File: src/rtl/cnt_pkg.sv
// Shared types and constants for the counter arbiter/sequencer and its counter.
package cnt_pkg;

    localparam int CNT_WIDTH_DEF = 3;
    localparam int CNT_SW_DEF    = 4;

    localparam logic DIR_UP = 1'b0;
    localparam logic DIR_DN = 1'b1;

    typedef enum logic [1:0] {
        IDLE = 2'd0,
        LOAD = 2'd1,
        RUN  = 2'd2,
        FIN  = 2'd3
    } state_e;

    // One-hot pulse vector addressed to a single requester.
    function automatic logic [1:0] onehot2(input logic sel);
        return sel ? 2'b10 : 2'b01;
    endfunction

endpackage

File: src/rtl/updown_cnt.sv
// WIDTH-bit synchronous up/down counter built from a chain of toggle cells.
// inc = 0 counts up, inc = 1 counts down. Reset and clear are folded into
// each bit's D input. cout is the toggle carried out of the top cell, so it
// is high only on the step that wraps.
module updown_cnt
    import cnt_pkg::*;
#(
    parameter int WIDTH = CNT_WIDTH_DEF
) (
    input  logic             clk,
    input  logic             reset_,
    input  logic             clr,
    input  logic             count,
    input  logic             inc,
    output logic [WIDTH-1:0] q,
    output logic             cout
);

    logic [WIDTH-1:0] q_q;
    logic [WIDTH-1:0] q_d;
    logic [WIDTH:0]   tgl;

    // Per-bit cells: a bit toggles when every lower bit passes the carry
    // (all ones going up, all zeros going down).
    always_comb begin
        tgl    = '0;
        q_d    = '0;
        tgl[0] = count;
        for (int i = 0; i < WIDTH; i++) begin
            tgl[i+1] = tgl[i] & (q_q[i] ^ inc);
            q_d[i]   = reset_ & ~clr & (q_q[i] ^ tgl[i]);
        end
    end

    // Counter register; reset/clear already gated into q_d.
    always_ff @(posedge clk) begin
        q_q <= q_d;
    end

    assign q    = q_q;
    assign cout = tgl[WIDTH];

endmodule

File: src/rtl/cnt_arb_seq.sv
// Round-robin arbiter and run sequencer for a shared up/down counter.
// Optional build macro CNT_SAT_EN: a run stops instead of wrapping and raises sat.
//
// state | meaning
// IDLE  | waiting; clr zeroes the counter, otherwise pick a requester
// LOAD  | grant pulse, capture owner direction and step count
// RUN   | one counter step per cycle until the run is exhausted
// FIN   | done pulse to owner, hand round-robin priority to the other side
module cnt_arb_seq
    import cnt_pkg::*;
#(
    parameter int WIDTH = CNT_WIDTH_DEF,
    parameter int SW    = CNT_SW_DEF
) (
    input  logic             clk,
    input  logic             reset_,
    input  logic [1:0]       req,
    input  logic [1:0]       dir,
    input  logic [SW-1:0]    steps0,
    input  logic [SW-1:0]    steps1,
    input  logic             clr,
    output logic [1:0]       gnt,
    output logic [1:0]       done,
    output logic             busy,
    output logic [WIDTH-1:0] q,
    output logic             cout,
    output logic             sat
);

    state_e          state_q, state_d;
    logic            owner_q, owner_d;
    logic            cur_dir_q, cur_dir_d;
    logic [SW-1:0]   remaining_q, remaining_d;
    logic            rr_q, rr_d;
    logic            sat_q, sat_d;

    logic            cnt_count;
    logic            cnt_inc;
    logic            cnt_clr;
    logic [1:0]      gnt_c;
    logic [1:0]      done_c;
    logic            sat_stop;

`ifdef CNT_SAT_EN
    assign sat_stop = (cur_dir_q == DIR_UP) ? (&q) : ~(|q);
`else
    assign sat_stop = 1'b0;
`endif

    // Next-state, datapath updates and counter controls.
    always_comb begin
        state_d     = state_q;
        owner_d     = owner_q;
        cur_dir_d   = cur_dir_q;
        remaining_d = remaining_q;
        rr_d        = rr_q;
        sat_d       = sat_q;
        cnt_count   = 1'b0;
        cnt_inc     = cur_dir_q;
        cnt_clr     = 1'b0;
        gnt_c       = 2'b00;
        done_c      = 2'b00;
        case (state_q)
            IDLE: begin
                if (clr) begin
                    cnt_clr = 1'b1;
                end else if (req != 2'b00) begin
                    owner_d = (req == 2'b11) ? rr_q : req[1];
                    state_d = LOAD;
                end
            end
            LOAD: begin
                gnt_c       = onehot2(owner_q);
                cur_dir_d   = dir[owner_q];
                remaining_d = owner_q ? steps1 : steps0;
                sat_d       = 1'b0;
                state_d     = (remaining_d == '0) ? FIN : RUN;
            end
            RUN: begin
                if (sat_stop) begin
                    sat_d   = 1'b1;
                    state_d = FIN;
                end else begin
                    cnt_count   = 1'b1;
                    remaining_d = remaining_q - 1'b1;
                    if (remaining_q == SW'(1)) begin
                        state_d = FIN;
                    end
                end
            end
            FIN: begin
                done_c  = onehot2(owner_q);
                rr_d    = ~owner_q;
                state_d = IDLE;
            end
            default: state_d = IDLE;
        endcase
    end

    // Sequencer registers with synchronous active-low reset.
    always_ff @(posedge clk) begin
        if (!reset_) begin
            state_q     <= IDLE;
            owner_q     <= 1'b0;
            cur_dir_q   <= DIR_UP;
            remaining_q <= '0;
            rr_q        <= 1'b0;
            sat_q       <= 1'b0;
        end else begin
            state_q     <= state_d;
            owner_q     <= owner_d;
            cur_dir_q   <= cur_dir_d;
            remaining_q <= remaining_d;
            rr_q        <= rr_d;
            sat_q       <= sat_d;
        end
    end

    // Pulses are suppressed while reset is asserted, whatever state is held.
    assign gnt  = reset_ ? gnt_c  : 2'b00;
    assign done = reset_ ? done_c : 2'b00;
    assign busy = (state_q != IDLE);
    assign sat  = sat_q;

    updown_cnt #(.WIDTH(WIDTH)) u_cnt (
        .clk    (clk),
        .reset_ (reset_),
        .clr    (cnt_clr),
        .count  (cnt_count),
        .inc    (cnt_inc),
        .q      (q),
        .cout   (cout)
    );

endmodule
File: config.mk
export PLATFORM = sky130hd
export DESIGN_NAME = cnt_arb_seq
export DESIGN_NICKNAME = d
export VERILOG_FILES = /design/src/rtl/cnt_pkg.sv /design/src/rtl/updown_cnt.sv /design/src/rtl/cnt_arb_seq.sv
export SDC_FILE = /design/constraint.sdc
export NUM_CORES = 1
export LEC_CHECK = 0
export CORE_MARGIN = 2
export CORE_UTILIZATION = 49
export DETAILED_ROUTE_END_ITERATION = 8
export HOLD_SLACK_MARGIN = 0.06
export PLACE_DENSITY = 0.87
export RECOVER_POWER = 25
export SYNTH_ARGS = -nofsm -noshare
export SYNTH_HDL_FRONTEND = slang
export SYNTH_HIERARCHICAL = 1
export SYNTH_SLANG_ARGS = --single-unit
File: constraint.sdc
create_clock -name clk -period 2.6 [get_ports clk]
set_input_delay 0.26 -clock clk [delete_from_list [all_inputs] [get_ports clk]]
set_output_delay 0.26 -clock clk [all_outputs]
set_load 0.1 [all_outputs]
==> load_flow_metrics.sql, run 1 <==
INSERT INTO impl_metrics (metric_group, metric, value, unit) VALUES
('pwr', 'power_density', '1070', 'nW/um^2'),
('die', 'floorplan.io_pins', '25', ''),
('die', 'die_w', '45.5', 'um'),
('critical_path', 'cp_data_required_time', '2.34', 'ns'),
('route', 'routed-via-count', '746', ''),
('sta', 'maxSlewHeadroom', '0.227', ''),
('critical_path', 'critical-path-top-cell-by-count', 'inv_1', ''),
('clocking', 'ctsHoldBuffers', '0', ''),
('die', 'coreArea', '1560', 'um^2'),
('clocking', 'cts_setup_buffers', '0', ''),
('die', 'start_util', '0.542', ''),
('sta', 'layout_worst_path_cycle_share', '0.810', ''),
('critical_path', 'path_delay_family', 'buffers and inverters', ''),
('critical_path', 'crit_path_max_fanout', '14', ''),
('sta', 'grt_setup_unrepaired', 'false', ''),
('layout', 'number_of_nets_in_the_layout', '141', ''),
('pwr', 'vdd_ir_max', '0.644', 'mV'),
('layout', 'antenna-diode-count', '0', ''),
('sta', 'final.setup_skew', '0.00263', 'ns'),
('placed_design', 'dpl-instance-area', '1050', 'um^2'),
('logic_synthesis', 'synthesis.area_per_instance', '8.71', 'um^2'),
('layout', 'post_route_cells_drive_above_1_share', '0.126', ''),
('die', 'die_h', '45.5', 'um'),
('placed_design', 'portBuffers', '23', ''),
('sta', 'worst_slew_pin_slew', '1.16', 'ns'),
('critical_path', 'timing.setup.critical_path_class', 'reg -> out', ''),
('die', 'floorplan.die_area', '2070', 'um^2'),
('layout', 'mostFrequentLayoutCell', 'clkdlybuf4s50_1', ''),
('sta', 'final_max_slew_viol_count', '0', ''),
('outcome', 'outcome', 'complete, no violations', ''),
('critical_path', 'worst_r2r_startpoint', 'state_q[0]$_SDFFE_PN0P_', ''),
('pwr', 'fin_total_pwr', '0.00115', 'W'),
('clocking', 'latest_clock_arrival_within_the_worst_skew_pair', '0.27', 'ns'),
('critical_path', 'crit_path_capture_type', 'primary output', ''),
('sta', 'final-hold-violation-count', '0', ''),
('logic_synthesis', 'synth_seq_cells', '12', ''),
('critical_path', 'slowest_delay', '0.49', 'ns'),
('layout', 'relative_area_change_from_synthesis_to_final_layout', '27.0', '%'),
('placed_design', 'final_hpwl_dp', '1390', 'um'),
('logic_synthesis', 'yosysWarnings', '6', ''),
('global_route', 'first_global_vias', '657', ''),
('route', 'post_dr_vias_cell', '5.53', ''),
('clocking', 'cts_buffers', '3', ''),
('route', 'antenna_violating_nets_post_route', '0', ''),
('hold_path', 'worst_hold_path_type', 'reg -> reg', ''),
('clocking', 'clk_root_buffer_cell', 'clkbuf_4', ''),
('critical_path', 'setup.reg_to_reg.worst_slack', '0.93', 'ns'),
('logic_synthesis', 'synth_seq_area_share', '0.284', ''),
('pwr', 'total_leakage_power', '0.441', 'nW'),
('global_route', 'globalRouteOverflowTotal', '0', ''),
('layout', 'layout.cells.most_common_list', '13 x clkdlybuf4s50_1, 12 x dfxtp_1, 8 x nand2_1', ''),
('critical_path', 'regToRegEndpoint', 'u_cnt/q[2]$_DFF_P_', ''),
('route', 'wl_per_cell', '13.8', 'um'),
('logic_synthesis', 'ys_top_cells_by_area', 'dfxtp_1 28%, ha_1 8.9%, mux2i_1 5.9%, nor2b_1 5.2%, and3_1 3.7%', ''),
('critical_path', 'timing.critical_path.slowest_stage_cell', 'ha_1', ''),
('die', 'rows', '14', ''),
('clocking', 'cts_tree', 'built', ''),
('logic_synthesis', 'synth_cell_type_count', '37', ''),
('flow_run', 'timing.max_cap.violations', '0', ''),
('critical_path', 'cell_chain_critical_path', 'inv_1, ha_1, inv_1, a21oi_2, buf_4', ''),
('critical_path', 'endpoint', 'cout', ''),
('critical_path', 'timing.critical_path.depth', '5', ''),
('global_route', 'global_route.usage.total', '0.193', ''),
('sta', 'clock.fmax', '475', 'MHz'),
('route', 'routed_wirelength', '1860', 'um'),
('clocking', 'clockBufferDepth', '2', ''),
('sta', 'post-route-min-period', '2.11', 'ns'),
('clocking', 'h-tree-depth', '1', ''),
('critical_path', 'timing.reg2reg.worst_path_depth', '5', ''),
('critical_path', 'critical_path_arrival', '1.85', 'ns'),
('clocking', 'clkTransAtPathRegs', '0.08', 'ns');
==> logic make-up after synthesis <==
| kind of cell | count (synthesis) | synth area share |
|---|---|---|
| AOI/OAI and AO/OA | 23 | 0.206 |
| xor gates and xnor gates | 2 | 0.0207 |
| adders and majority gates | 6 | 0.0889 |
| buffers and inverters | 12 | 0.0652 |
| DFF | 12 | 0.284 |
| muxes | 6 | 0.0770 |
| other | 1 | 0.00444 |
| and+or+nand+nor | 35 | 0.253 |
==> how the worst min path moves through the flow <==
stage | cells past startpoint | start | slack, ns | to
2_1_floorplan | 2 | reset_ | 0.44 | state_q[0]$_SDFFE_PN0P_
3_3_place_gp | 2 | remaining_q[0]$_SDFFE_PN0P_ | 0.51 | remaining_q[0]$_SDFFE_PN0P_
3_5_place_dp | 2 | remaining_q[0]$_SDFFE_PN0P_ | 0.52 | remaining_q[0]$_SDFFE_PN0P_
4_1_cts | 2 | remaining_q[0]$_SDFFE_PN0P_ | 0.53 | remaining_q[0]$_SDFFE_PN0P_
5_1_grt | 2 | remaining_q[0]$_SDFFE_PN0P_ | 0.57 | remaining_q[0]$_SDFFE_PN0P_
6_report | 2 | remaining_q[0]$_SDFFE_PN0P_ | 0.54 | remaining_q[0]$_SDFFE_PN0P_
==> registers in the layout, summed over array words and instances, names as in the netlist <==
name and cells:
owner_q 1, remaining_q 4, state_q 2, u_cnt/q 3, cnt_inc 1, rr_q 1
==> through the flow <==
stage	hold slack, ns	setup WS (ns)
4_1_cts	0.533	0.516
2_1_floorplan	0.437	0.139
5_1_grt	0.570	0.384
3_3_place_gp	0.511	0.821
6_report	0.537	0.493
3_5_place_dp	0.523	0.805
==> synthesized netlist by cell type <==
| cell type | count |
|---|---|
| o221ai_1 | 1 |
| a21boi_1 | 1 |
| nand4bb_1 | 1 |
| o211a_1 | 1 |
| a21oi_1 | 3 |
| a22oi_1 | 2 |
| nor2_1 | 3 |
| o21bai_1 | 1 |
| nand2b_1 | 2 |
| or3b_4 | 1 |
| o21ai_0 | 4 |
| ha_1 | 6 |
| nand2_1 | 8 |
| o211ai_1 | 2 |
| conb_1 | 1 |
| o31ai_1 | 2 |
| mux2_4 | 1 |
| and3_1 | 5 |
| nor2b_1 | 7 |
| o21a_1 | 2 |
| clkbuf_1 | 1 |
| buf_4 | 2 |
| buf_2 | 2 |
| nor3_1 | 1 |
| nand4b_1 | 3 |
| xnor2_1 | 1 |
| nand2b_2 | 1 |
| inv_1 | 7 |
| or4b_1 | 1 |
| a32oi_1 | 1 |
| dfxtp_1 | 12 |
| and2_1 | 2 |
| a22oi_4 | 1 |
| o22ai_1 | 1 |
| xor2_1 | 1 |
| mux2i_1 | 5 |
| o2bb2ai_1 | 1 |
==> worst register-to-register path, stage by stage (launching register included) <==
cell and delay, ns:
dfxtp_1 0.36, inv_1 0.11, ha_1 0.49, nand4b_1 0.20
and3_1 0.21, o21a_1 0.18
==> power breakdown <==
group	total (W)	internal, W	leakage [nW]	switching, W
clock	0.000149	0.0000851	0.0210	0.0000635
sequential	0.000318	0.000244	0.0979	0.0000742
combinational	0.000681	0.000249	0.322	0.000432
total	0.00115	0.000578	0.441	0.000570
==> final cells by class <==
type,count,area (um^2)
Timing Repair Buffer,23,196
Inverter,7,26.3
Clock buffer,4,36.3
Sequential cell,12,240
Fill cell,117,487
Tap cell,16,20.0
Multi-Input combinational cell,73,553
==> layer usage <==
layer  GRT usage  wire length, um
met1       0.200              834
met2       0.363              919
met3      0.0754               96
met4      0.0353               10
met5           0                0
Note: power is estimated with default switching activity, not from simulation.
==> run 2: changes to the inputs <==
--- a/config.mk
+++ b/config.mk
@@ -5,11 +5,12 @@
 export SDC_FILE = /design/constraint.sdc
 export NUM_CORES = 1
 export LEC_CHECK = 0
+export CORE_ASPECT_RATIO = 1.4
 export CORE_MARGIN = 2
-export CORE_UTILIZATION = 49
+export CORE_UTILIZATION = 41
 export DETAILED_ROUTE_END_ITERATION = 8
 export HOLD_SLACK_MARGIN = 0.06
-export PLACE_DENSITY = 0.87
+export PLACE_DENSITY = 0.78
 export RECOVER_POWER = 25
 export SYNTH_ARGS = -nofsm -noshare
 export SYNTH_HDL_FRONTEND = slang
==> constraint.sdc (replaced) <==
create_clock -name clk -period 1.9 [get_ports clk]
set_input_delay 0.19 -clock clk [delete_from_list [all_inputs] [get_ports clk]]
set_output_delay 0.19 -clock clk [all_outputs]
set_load 0.1 [all_outputs]
==> run 2 against run 1 <==
Count of clock-buffer cells in the layout stayed put. Critical endpoint is now gnt[1]. Die area is 18% higher. Utilization is 7.7 points lower. Power is 46% higher. Combinational power is 51% higher. Via count is 5.6% higher. Routed wire length is 6.2% higher. Sequential power is 38% higher. Non-clock buffer count is 1 higher. Largest power group unchanged. Global-route usage is 1.8 points lower.
==> load_flow_metrics.sql, run 2 (same netlist as run 1, synthesis figures left out) <==
INSERT INTO impl_metrics (metric_group, metric, value, unit) VALUES
('layout', 'antenna-diode-count', '0', ''),
('critical_path', 'crit_path_start_kind', 'register', ''),
('placed_design', 'preCtsSetupSlack', '0.208', 'ns'),
('sta', 'clock.fmax', '571', 'MHz'),
('die', 'coreArea', '1950', 'um^2'),
('pwr', 'total_leakage_power', '0.471', 'nW'),
('global_route', 'global_route.usage.total', '0.175', ''),
('critical_path', 'crit_path_capture_type', 'primary output', ''),
('layout', 'layoutNonFillerInstCount', '141', ''),
('critical_path', 'slowest_delay', '0.54', 'ns'),
('layout', 'mostFrequentLayoutCell', 'clkdlybuf4s50_1', ''),
('clocking', 'post_cts.resized_instances', '1', ''),
('global_route', 'first_global_vias', '797', ''),
('layout', 'multi_input_gate_area', '578', 'um^2'),
('clocking', 'cts_setup_buffers', '0', ''),
('die', 'rows', '19', ''),
('sta', 'worst_slack', '0.148', 'ns'),
('clocking', 'cts.sink_count', '12', ''),
('die', 'start_util', '0.433', ''),
('route', 'antenna_violating_nets_post_route', '0', ''),
('route', 'routed-via-count', '788', ''),
('clocking', 'clkTransAtPathRegs', '0.08', 'ns'),
('critical_path', 'timing.critical_path.slowest_stage_cell', 'dfxtp_1', ''),
('sta', 'grt_setup_unrepaired', 'false', ''),
('clocking', 'h-tree-depth', '1', ''),
('die', 'floorplan.die_area', '2440', 'um^2'),
('sta', 'worst_slew_pin_slew', '0.551', 'ns'),
('route', 'first_pass_iters', '4', ''),
('sta', 'layout_worst_path_cycle_share', '0.922', ''),
('sta', 'setup_viol_count_final', '0', ''),
('route', 'drt_drc_violations_left', '0', ''),
('clocking', 'cts_buffers', '3', ''),
('global_route', 'grt_max_degree', '15', ''),
('layout', 'layout.cells.most_common_list', '13 x clkdlybuf4s50_1, 9 x dfxtp_1, 8 x nand2_1', ''),
('die', 'die_h', '57.7', 'um'),
('pwr', 'power_density', '1410', 'nW/um^2'),
('route', 'initialDrtViolationCount', '10', ''),
('outcome', 'outcome', 'complete, no violations', ''),
('global_route', 'globalRouteOverflowTotal', '0', ''),
('route', 'wl_per_cell', '14.0', 'um'),
('placed_design', 'numPlacedInstances', '137', ''),
('global_route', 'grt_first_pass_wirelength', '3340', 'um'),
('clocking', 'cts_tree', 'built', ''),
('layout', 'number_of_nets_in_the_layout', '142', ''),
('sta', 'finalHoldWorstSlack', '0.548', 'ns'),
('layout', 'layout.core_utilization', '0.610', ''),
('die', 'die_w', '42.4', 'um'),
('placed_design', 'last_weighted_congestion_value_of_the_routability_driven_placer', '0.857', ''),
('pwr', 'vdd_ir_max', '0.747', 'mV'),
('sta', 'post-route-min-period', '1.75', 'ns'),
('clocking', 'ctsHoldBuffers', '0', ''),
('sta', 'finalSetupTns', '0', 'ns'),
('clocking', 'clk_root_buffer_cell', 'clkbuf_4', ''),
('sta', 'maxSlewHeadroom', '0.634', ''),
('sta', 'final-hold-violation-count', '0', ''),
('critical_path', 'crit_path_max_fanout', '6', ''),
('sta', 'final_max_slew_viol_count', '0', ''),
('route', 'routed_wirelength', '1980', 'um'),
('route', 'post_dr_vias_cell', '5.59', ''),
('layout', 'final.fill_count', '174', ''),
('die', 'floorplan.io_pins', '25', ''),
('flow_run', 'timing.max_cap.violations', '0', ''),
('layout', 'post_route_cells_drive_above_1_share', '0.200', ''),
('layout', 'relative_area_change_from_synthesis_to_final_layout', '40.9', '%'),
('layout', 'largest_register_ff_count', '4', ''),
('layout', 'top_register', 'remaining_q', ''),
('critical_path', 'cp_data_required_time', '1.71', 'ns'),
('sta', 'final.setup_skew', '0.00165', 'ns'),
('placed_design', 'portBuffers', '23', ''),
('placed_design', 'final_hpwl_dp', '1540', 'um'),
('critical_path', 'timing.setup.critical_path_class', 'reg -> out', ''),
('clocking', 'latest_clock_arrival_within_the_worst_skew_pair', '0.27', 'ns'),
('critical_path', 'critical_path_arrival', '1.56', 'ns'),
('global_route', 'number_of_antenna_violations_at_the_first_check_in_global_routing', '0', ''),
('layout', 'ff_latch_area', '244', 'um^2'),
('hold_path', 'worst_hold_path_type', 'reg -> reg', ''),
('clocking', 'clockBufferDepth', '2', ''),
('critical_path', 'cell_chain_critical_path', 'clkbuf_1, and3_1, buf_12', '');
run 2: cell count changes in the layout (fill, tap and decap cells not counted), moves of 3 or more:
cell and change:
buf_12 +6, dfxtp_1 -3, buf_4 -6, clkbuf_2 +3
dfxtp_2 +3
run 2: final timing paths:
check / slack [ns] / cells past startpoint / from / end
worst max-delay path: 0.15 / 3 / owner_q$_SDFFE_PN0P_ / gnt[1]
worst min-delay path: 0.55 / 2 / rr_q$_SDFFE_PN0N_ / rr_q$_SDFFE_PN0N_
worst max register to register: 0.20 / 6 / state_q[0]$_SDFFE_PN0P_ / u_cnt/q[1]$_DFF_P_
worst min register to register: 0.55 / 2 / rr_q$_SDFFE_PN0N_ / rr_q$_SDFFE_PN0N_
run 2: where the power goes:
| group | switching (W) | leakage (nW) | internal (W) | total (W) |
|---|---|---|---|---|
| clock | 0.0000902 | 0.0210 | 0.000116 | 0.000207 |
| combinational | 0.000613 | 0.350 | 0.000420 | 0.00103 |
| sequential | 0.000103 | 0.0995 | 0.000336 | 0.000438 |
run 2: final cells by class:
| class | count | area share |
|---|---|---|
| inverter | 7 | 0.0221 |
| multi-input combinational | 73 | 0.486 |
| sequential | 12 | 0.205 |
| timing repair buffer | 24 | 0.234 |
| clock buffer | 4 | 0.0305 |
| tap | 21 | 0.0221 |
run 2: metal layers:
layer / track usage / routed length, um / part of all wire / up-vias
met5: 0 / 0 / 0 / -
met4: 0.0536 / 23 / 0.012 / 0
met3: 0.0561 / 85 / 0.043 / 4
met2: 0.338 / 1070 / 0.54 / 23
met1: 0.174 / 795 / 0.40 / 374
li1: - / - / - / 387
run 2: metrics by stage:
step | area (um^2) | power (W)
final | 1190 | 0.00168
after global routing | 1190 | 0.00180
after CTS | 1190 | 0.00167
after detailed placement | 1150 | 0.00146
after global placement | 1150 | 0.00143
after floorplan | 865 | 0.00120
run 2: worst max-delay path, delay by kind of cell, from the launching register on:
family / cells / cell delay, ns
flip-flops: 1 / 0.54
buffers and inverters: 2 / 0.49
AND/OR/NAND/NOR: 1 / 0.26
